[src/rtl/mem_port_arbiter_pkg.sv]
// Shared constants for the memory port arbiter: FSM state encodings and
// the pipeline control constants used alongside them.
package mem_port_arbiter_pkg;

   localparam logic [2:0] ARB_IDLE   = 3'd0;
   localparam logic [2:0] ARB_REQ_I  = 3'd1;
   localparam logic [2:0] ARB_WAIT_I = 3'd2;
   localparam logic [2:0] ARB_REQ_D  = 3'd3;
   localparam logic [2:0] ARB_WAIT_D = 3'd4;

   localparam logic       ON         = 1'b1;
   localparam logic       OFF        = 1'b0;

   localparam logic [1:0] NORMAL     = 2'd0;
   localparam logic [1:0] STALL      = 2'd1;
   localparam logic [1:0] FLUSH      = 2'd2;

endpackage

[src/rtl/mem_port_arbiter_arb_pick.sv]
// Winner select for the shared bus plus the fetch starvation counter.
// Data wins by default; a fetch that has lost MAX_I_WAIT times wins next.
module arb_pick #(
   parameter int MAX_I_WAIT = 4,
   parameter int CNT_W      = 3
) (
   input  logic             clk,
   input  logic             rst,
   input  logic             i_idle,
   input  logic             i_fetch_req,
   input  logic             i_fetch_kill,
   input  logic             i_data_req,
   output logic             o_pick_i,
   output logic             o_pick_d
);

   localparam logic [CNT_W-1:0] MAX_CNT = CNT_W'(MAX_I_WAIT);

   logic [CNT_W-1:0] r_cnt;
   logic [CNT_W-1:0] w_cnt_nxt;
   logic             w_fetch_elig;
   logic             w_starved;

   // Winner select: a starved fetch overrides the data side's priority.
   always_comb begin
      w_fetch_elig = i_fetch_req & ~i_fetch_kill;
      w_starved    = (r_cnt == MAX_CNT);
      o_pick_i     = i_idle & w_fetch_elig & (~i_data_req | w_starved);
      o_pick_d     = i_idle & i_data_req & ~o_pick_i;
   end

   // Next starvation count: count lost arbitrations, clear on fetch win or flush.
   always_comb begin
      if (i_fetch_kill || o_pick_i) begin
         w_cnt_nxt = {CNT_W{1'b0}};
      end else if (o_pick_d && w_fetch_elig && !w_starved) begin
         w_cnt_nxt = r_cnt + {{(CNT_W-1){1'b0}}, 1'b1};
      end else begin
         w_cnt_nxt = r_cnt;
      end
   end

   // Starvation counter register.
   always_ff @(posedge clk) begin
      if (rst) begin
         r_cnt <= {CNT_W{1'b0}};
      end else begin
         r_cnt <= w_cnt_nxt;
      end
   end

endmodule

[src/rtl/mem_port_arbiter.sv]
// Shares one single-port memory bus between IF fetches and MEM loads/stores,
// one transaction at a time, with registered command and response paths.
module mem_port_arbiter
   import mem_port_arbiter_pkg::*;
#(
   parameter int XLEN       = 32,
   parameter int MAX_I_WAIT = 4,
   parameter int CNT_W      = 3
) (
   input  logic            clk,
   input  logic            rst,
   input  logic            i_req,
   input  logic [XLEN-1:0] i_addr,
   input  logic            i_kill,
   output logic            i_ready,
   output logic            i_rvalid,
   output logic [XLEN-1:0] i_rdata,
   input  logic            d_req,
   input  logic            d_we,
   input  logic [XLEN-1:0] d_addr,
   input  logic [XLEN-1:0] d_wdata,
   input  logic [3:0]      d_wstrb,
   output logic            d_ready,
   output logic            d_rvalid,
   output logic [XLEN-1:0] d_rdata,
   output logic            m_req,
   output logic            m_we,
   output logic [XLEN-1:0] m_addr,
   output logic [XLEN-1:0] m_wdata,
   output logic [3:0]      m_wstrb,
   input  logic            m_gnt,
   input  logic            m_rvalid,
   input  logic [XLEN-1:0] m_rdata
);

   typedef enum logic [2:0] {
      ST_IDLE   = ARB_IDLE,
      ST_REQ_I  = ARB_REQ_I,
      ST_WAIT_I = ARB_WAIT_I,
      ST_REQ_D  = ARB_REQ_D,
      ST_WAIT_D = ARB_WAIT_D
   } state_t;

   state_t r_state;
   logic   r_drop;
   logic   w_idle;
   logic   w_pick_i;
   logic   w_pick_d;
   logic   w_i_done;
   logic   w_d_done;
   logic   w_i_squash;

   arb_pick #(
      .MAX_I_WAIT (MAX_I_WAIT),
      .CNT_W      (CNT_W)
   ) u_pick (
      .clk          (clk),
      .rst          (rst),
      .i_idle       (w_idle),
      .i_fetch_req  (i_req),
      .i_fetch_kill (i_kill),
      .i_data_req   (d_req),
      .o_pick_i     (w_pick_i),
      .o_pick_d     (w_pick_d)
   );

   // Response completion: a grant may carry the response in the same cycle.
   always_comb begin
      w_idle     = (r_state == ST_IDLE);
      w_i_squash = r_drop | i_kill;
      w_i_done   = 1'b0;
      w_d_done   = 1'b0;
      case (r_state)
         ST_REQ_I:  w_i_done = m_gnt & m_rvalid;
         ST_WAIT_I: w_i_done = m_rvalid;
         ST_REQ_D:  w_d_done = m_gnt & m_rvalid;
         ST_WAIT_D: w_d_done = m_rvalid;
         default: begin
            w_i_done = 1'b0;
            w_d_done = 1'b0;
         end
      endcase
   end

   // Transaction FSM with registered bus command and requester handshakes.
   always_ff @(posedge clk) begin
      if (rst) begin
         r_state  <= ST_IDLE;
         r_drop   <= 1'b0;
         i_ready  <= 1'b0;
         i_rvalid <= 1'b0;
         i_rdata  <= {XLEN{1'b0}};
         d_ready  <= 1'b0;
         d_rvalid <= 1'b0;
         d_rdata  <= {XLEN{1'b0}};
         m_req    <= 1'b0;
         m_we     <= 1'b0;
         m_addr   <= {XLEN{1'b0}};
         m_wdata  <= {XLEN{1'b0}};
         m_wstrb  <= 4'b0000;
      end else begin
         i_ready  <= 1'b0;
         d_ready  <= 1'b0;
         i_rvalid <= 1'b0;
         d_rvalid <= 1'b0;
         case (r_state)
            ST_IDLE: begin
               r_drop <= 1'b0;
               if (w_pick_d) begin
                  m_req   <= 1'b1;
                  m_we    <= d_we;
                  m_addr  <= d_addr;
                  m_wdata <= d_wdata;
                  m_wstrb <= d_wstrb;
                  d_ready <= 1'b1;
                  r_state <= ST_REQ_D;
               end else if (w_pick_i) begin
                  m_req   <= 1'b1;
                  m_we    <= 1'b0;
                  m_addr  <= i_addr;
                  m_wdata <= {XLEN{1'b0}};
                  m_wstrb <= 4'b0000;
                  i_ready <= 1'b1;
                  r_state <= ST_REQ_I;
               end else begin
                  m_req   <= 1'b0;
               end
            end
            ST_REQ_I, ST_WAIT_I: begin
               if (w_i_done) begin
                  // A flush before or with the response consumes it silently.
                  m_req    <= 1'b0;
                  r_drop   <= 1'b0;
                  i_rvalid <= ~w_i_squash;
                  if (!w_i_squash) begin
                     i_rdata <= m_rdata;
                  end
                  r_state  <= ST_IDLE;
               end else if ((r_state == ST_REQ_I) && m_gnt) begin
                  m_req   <= 1'b0;
                  r_drop  <= w_i_squash;
                  r_state <= ST_WAIT_I;
               end else begin
                  r_drop  <= w_i_squash;
               end
            end
            ST_REQ_D, ST_WAIT_D: begin
               if (w_d_done) begin
                  m_req    <= 1'b0;
                  d_rvalid <= 1'b1;
                  d_rdata  <= m_we ? {XLEN{1'b0}} : m_rdata;
                  r_state  <= ST_IDLE;
               end else if ((r_state == ST_REQ_D) && m_gnt) begin
                  m_req   <= 1'b0;
                  r_state <= ST_WAIT_D;
               end else begin
                  r_state <= r_state;
               end
            end
            default: begin
               m_req   <= 1'b0;
               r_drop  <= 1'b0;
               r_state <= ST_IDLE;
            end
         endcase
      end
   end

endmodule

[config.mk]
export PLATFORM = sky130hd
export DESIGN_NAME = mem_port_arbiter
export DESIGN_NICKNAME = d
export VERILOG_FILES = /design/src/rtl/mem_port_arbiter_pkg.sv /design/src/rtl/mem_port_arbiter_arb_pick.sv /design/src/rtl/mem_port_arbiter.sv
export SDC_FILE = /design/constraint.sdc
export NUM_CORES = 1
export LEC_CHECK = 0
export BUFFER_PORTS_ARGS = -buffer_cell sky130_fd_sc_hd__buf_2
export CORE_MARGIN = 1
export CORE_UTILIZATION = 25
export CTS_CLUSTER_DIAMETER = 100
export DETAILED_ROUTE_END_ITERATION = 7
export HOLD_SLACK_MARGIN = 0.03
export PLACE_DENSITY = 0.54
export SETUP_SLACK_MARGIN = 0.2
export SKIP_LAST_GASP = 1
export SLEW_MARGIN = 20
export SYNTH_ARGS = -nofsm -noshare
export SYNTH_HDL_FRONTEND = slang
export SYNTH_SLANG_ARGS = --single-unit
[constraint.sdc]
create_clock -name clk -period 2.49 [get_ports clk]
set_input_delay 0.498 -clock clk [delete_from_list [all_inputs] [get_ports clk]]
set_output_delay 0.498 -clock clk [all_outputs]
set_load 0.01 [all_outputs]
After elaboration in Yosys (flattened, before gate mapping):

Index checks and enable logic that the tools add are counted.

* eq/ne operators: 8
* magnitude comparators: 0
* add/sub/neg operators: 1
* bitwise logic cells: 16
* reductions and logical operators: 20
* multipliers: 0
* div/mod/pow operators: 0
* shifts and indexed selects: 0
* mux-type cells: 29

Operator list (number)
* 32-bit 2-to-1 mux: 5
* 3-bit 2-to-1 mux: 6
* 1-bit 2-to-1 mux: 11
* 2-bit OR reduction: 5
* 3-bit inequality test, second input constant: 3
* 3-bit case mux with 3 select lines: 1
* 4-bit 2-to-1 mux: 2
* 1-bit NOT: 8
* 1-bit AND: 6
* 3-bit by 2-bit equality test with 1-bit output, second input constant: 2
* 3-bit equality test, second input constant: 2
* 1-bit case mux with 2 select lines: 3
* 2-bit AND reduction: 3
* 3-bit AND reduction: 2
* 3-bit OR reduction: 2
* 1-bit logical AND: 4
* 3-bit by 1-bit adder with 3-bit output, second input constant: 1
* 3-bit by 1-bit equality test with 1-bit output, second input constant: 1
* 3-bit zero test: 1
* 1-bit case mux with 3 select lines: 1
* 1-bit OR: 2
* 2-bit nonzero test: 1
* 1-bit zero test: 1
* 1-bit logical OR: 1

* latch bits: 0
* bits in registers: 145
* memories kept: 0
* bits of input ports: 140
* logic and storage cells: 88
* RAM bits: 0
* output and inout port bits: 138
* memory bits (read-only): 0

Longest topological paths before layout:

* word-level depth: 8
* mapped depth: 8
* depth with buffers taken out: 6

Modules after synthesis:

Synthesis repeated with hierarchy kept, for this count alone.

* cells, all modules: 547
* area, all modules: 5562.8 um^2

Modules (own cells, without submodules)
* mem_port_arbiter: sequential area each 2842.7 um^2, area an instance 5372.7 um^2, instances 1, cells each 524
* arb_pick: sequential area each 60.1 um^2, area an instance 190.2 um^2, instances 1, cells each 23

Least setup slack after synthesis:

OpenSTA, ideal clock, no wires.

* kind: input port to flip-flop
* start point: input port m_rvalid
* end point: register i_rdata[0]
* stages on the path: 6
* buffers on the path: 2
* setup slack: 590 ps
* data required time: 2362 ps
* arrival time: 1772 ps
* setup time: 128 ps
* path through: buf_2 > or4b_4 > a21oi_4 > buf_6 > mux2i_1 > nor2_1

* longest elaborated chain between the ends: 3

RTL lines
* start: declaration: line mem_port_arbiter.sv:32 `input logic m_rvalid,`
* 1-bit AND: line mem_port_arbiter.sv:74 `ST_REQ_I: w_i_done = m_gnt & m_rvalid;`
* 1-bit case mux with 2 select lines *: line mem_port_arbiter.sv:73 `case (r_state)`
* 3-bit AND reduction (no source line) *
* end signal: assignment: line mem_port_arbiter.sv:92 `i_rdata <= {XLEN{1'b0}};`
* end signal: assignment: line mem_port_arbiter.sv:136 `i_rdata <= m_rdata;`
* end: declaration: line mem_port_arbiter.sv:17 `output logic [XLEN-1:0] i_rdata,`

Every way passes the cells marked *; elsewhere a longest branch is shown, timed or not.
A chain may end at the register's enable or synchronous reset.

Worst setup path in the final report:

* start point: register u_pick.r_cnt[0]
* end point: register m_wdata[15]

* longest elaborated chain between the ends: 7
* elaborated cells on any way between the ends: 8
* classes of those cells: 1 x eq/ne; 1 x mux; 4 x bitwise; 2 x reduce/logical

RTL lines
* start: declaration: line mem_port_arbiter_arb_pick.sv:19 `logic [CNT_W-1:0] r_cnt;`
* start signal: assignment: line mem_port_arbiter_arb_pick.sv:46 `r_cnt <= {CNT_W{1'b0}};`
* start signal: assignment: line mem_port_arbiter_arb_pick.sv:48 `r_cnt <= w_cnt_nxt;`
* 3-bit equality test *: line mem_port_arbiter_arb_pick.sv:27 `w_starved = (r_cnt == MAX_CNT);`
* 1-bit OR *: line mem_port_arbiter_arb_pick.sv:28 `o_pick_i = i_idle & w_fetch_elig & (~i_data_req | w_starved);`
* 1-bit AND *: line mem_port_arbiter_arb_pick.sv:28
* 1-bit NOT: line mem_port_arbiter_arb_pick.sv:29 `o_pick_d = i_idle & i_data_req & ~o_pick_i;`
* 1-bit AND: line mem_port_arbiter_arb_pick.sv:29
* 2-bit nonzero test (no source line)
* 2-bit AND reduction (no source line)
* end signal: assignment: line mem_port_arbiter.sv:99 `m_wdata <= {XLEN{1'b0}};`
* end signal: assignment: line mem_port_arbiter.sv:113 `m_wdata <= d_wdata;`
* end signal: assignment: line mem_port_arbiter.sv:121 `m_wdata <= {XLEN{1'b0}};`
* end: declaration: line mem_port_arbiter.sv:29 `output logic [XLEN-1:0] m_wdata,`

Marks and branches as above.

==> flow_summary.ini <==
[timing]
setup_viol = 0
max_slew.worst_pin.slew_ps = 431
slew_headroom_pct = 71.2
skew_ps = 15.2
report.final.slew_viol_count = 0
rsz0062_at_grt = no
max_freq_ghz = 0.512
post-route-period-util_pct = 78.4
setup_tns_ps = 0
fin_crit_ps = 1950
hold_viol_final = 0

[cts]
htree_levels = 4
clock_sinks = 145
cts_setup_buffers = 0
cts_hold_buffers = 0
ctsResizeCount = 0
cts_tree = built
clkSlewWorstSetupHoldPaths_ps = 70
clk_latency_ps = 420
ctsRootBufferMaster = clkbuf_16
cts_buffers = 17
cts_buffer_depth = 2

[job]
maxCapViolCount = 0

[synthesis]
synth_top_area_share_pct = 53.4
seq_area_frac_synth_pct = 53.4
synth_edf_count = 0
yosysMostFrequentCell = dfxtp_1
yosysTopAreaCell = dfxtp_1
ys_seq_elements = 145
synth.area.top_cells = dfxtp_1 (53%), nor2_1 (7.0%), a22o_1 (6.0%), mux2i_1 (5.9%), nand3b_1 (4.6%)
synth.distinct_cells = 39
synth_flop_cell = dfxtp_1
async_reset_ff_share_pct = 0
ys.warnings.count = 0
netlist_area_um2 = 5430
syn-num-nets = 723
yosys-top-cells-count = dfxtp_1 (145), nor2_1 (102), a22o_1 (37), nor3_1 (37)
post_synth.cell_area_avg_um2 = 9.35
synth_cells = 581

[floorplan]
core-area_um2 = 21200
die_h_um = 149
rows = 53
dieArea_um2 = 22300
start_util_pct = 25.7
die_x_um = 149
io_pins = 278

[detailed_routing]
drc = 0
avgViaCountPerCell = 4.60
routed_wl_mm = 17.5
first_pass_iters = 4
vias = 5204
postRouteAntennaNets = 0
wl_per_cell_um = 15.4
drtIter0Drc = 240

[setup_path]
cp.required_ps = 2850
startpoint_type = register
cp.arrival_ps = 2310
crit_fanout = 38
crit_start = u_pick.r_cnt[0]
crit_type = register to register
crit_path_end_kind = register
r2r_start = u_pick.r_cnt[0]

[power]
ir_drop_v = 0.000361
leakagePower_nw = 3.49
powerDensity_nw_per_um2 = 819
power_w = 0.00632

[final_layout]
fin_cells = 1132
final_nets = 985
drive_above_1_share_pct = 38.6
synthToLayoutAreaGrowth_pct = 42.2

[placement]
place_inst = 1099
dp_hpwl_mm = 11.6
gp_congestion = 0.743
numPortBuffers = 277

[grt]
grt_max_degree = 66
grt-ovfl-total = 0
grtUsageMet3_pct = 5.90
grt_util_met1_pct = 18.7
antenna_found_initial = 2
grtUsageMet2_pct = 25.5
gr-max-usage-layer = met2
grt_pass1_wl_mm = 26.8
grt_pass1_vias = 4942
grt.total_usage_pct = 15.5

[status]
outcome = completed

[worst_hold_path]
hp-class = input pin to register
hp-start = d_wdata[7]
[placed cells by master (no fill, tap or decap), types with 3 or more instances in the layout]
cell / instances
a211oi_1: 4
a21oi_1: 36
a22o_1: 37
buf_12: 5
buf_2: 276
buf_4: 9
clkbuf_16: 17
clkbuf_8: 3
dfxtp_1: 145
inv_1: 5
inv_6: 6
mux2i_1: 32
nand2_1: 36
nand2b_1: 3
nand3_1: 3
nand3b_1: 33
nor2_1: 101
nor2b_1: 4
nor3_1: 37
nor4_1: 32
[critical path: stages, from the launching register on]
cell and delay, ps:
dfxtp_1 360, inv_1 70, ha_1 190, a21boi_1 380
o211ai_1 170, buf_4 190, nor2_2 120, buf_12 220
a22o_1 180
[where the power goes]
part | switching [W] | internal [W]
combinational | 0.000590 | 0.000445
sequential | 0.000106 | 0.00250
clock | 0.00109 | 0.00159
total | 0.00179 | 0.00453
[flip-flops by register name (all words and copies together) (netlist names), 3 cells and up]
name	flops
d_rdata	32
m_wstrb	4
m_wdata	32
i_rdata	32
r_state	3
u_pick.r_cnt	3
m_addr	32
[metrics by stage]
stage,setup slack [ps],instance area (µm²),hold WS (ps),utilization [%]
after floorplan,590,5430,451,-
after global placement,456,7110,436,33.6
after detailed placement,433,7110,440,33.6
after CTS,502,7720,264,36.5
after global routing,343,7720,272,36.5
final,537,7720,294,36.5
[cells by family (layout without fill, tap and decap cells)]
kind of cell             count (synthesis)  count (layout)  synth area share, %
AO/OA/AOI/OAI                           90              90                 11.7
adder cells (fa/ha/maj)                  2               2                0.461
buffers and inverters                   52             327                 4.51
flip-flops                             145             145                 53.4
multiplexers                            32              32                 5.90
other                                    0               1                    0
AND/OR/NAND/NOR                        260             260                 24.0
[layout make-up]
cell class,instances,area [µm²]
Multi-Input combinational cell,384,2290
Clock buffer,21,470
Fill cell,2211,13400
Antenna cell,1,2.50
Clock inverter,11,140
Sequential cell,145,2900
Inverter,5,18.8
Tap cell,275,344
Timing Repair Buffer,290,1550
[final timing paths]
kind                       to  slack [ps]  depth (start not counted)
hold / removal     m_wdata[7]         290                          2
hold reg to reg    d_rdata[2]         440                          2
setup reg to reg  m_wdata[15]         540                          8
setup / recovery  m_wdata[15]         540                          8
[metal layers]
| metal | share of wire, % | routed length [µm] |
|---|---|---|
| met1 | 44 | 7680 |
| met2 | 47 | 8190 |
| met3 | 8.5 | 1480 |
| met4 | 0.54 | 94 |
| met5 | 0.046 | 8 |
(Power assumes the default switching activity.)
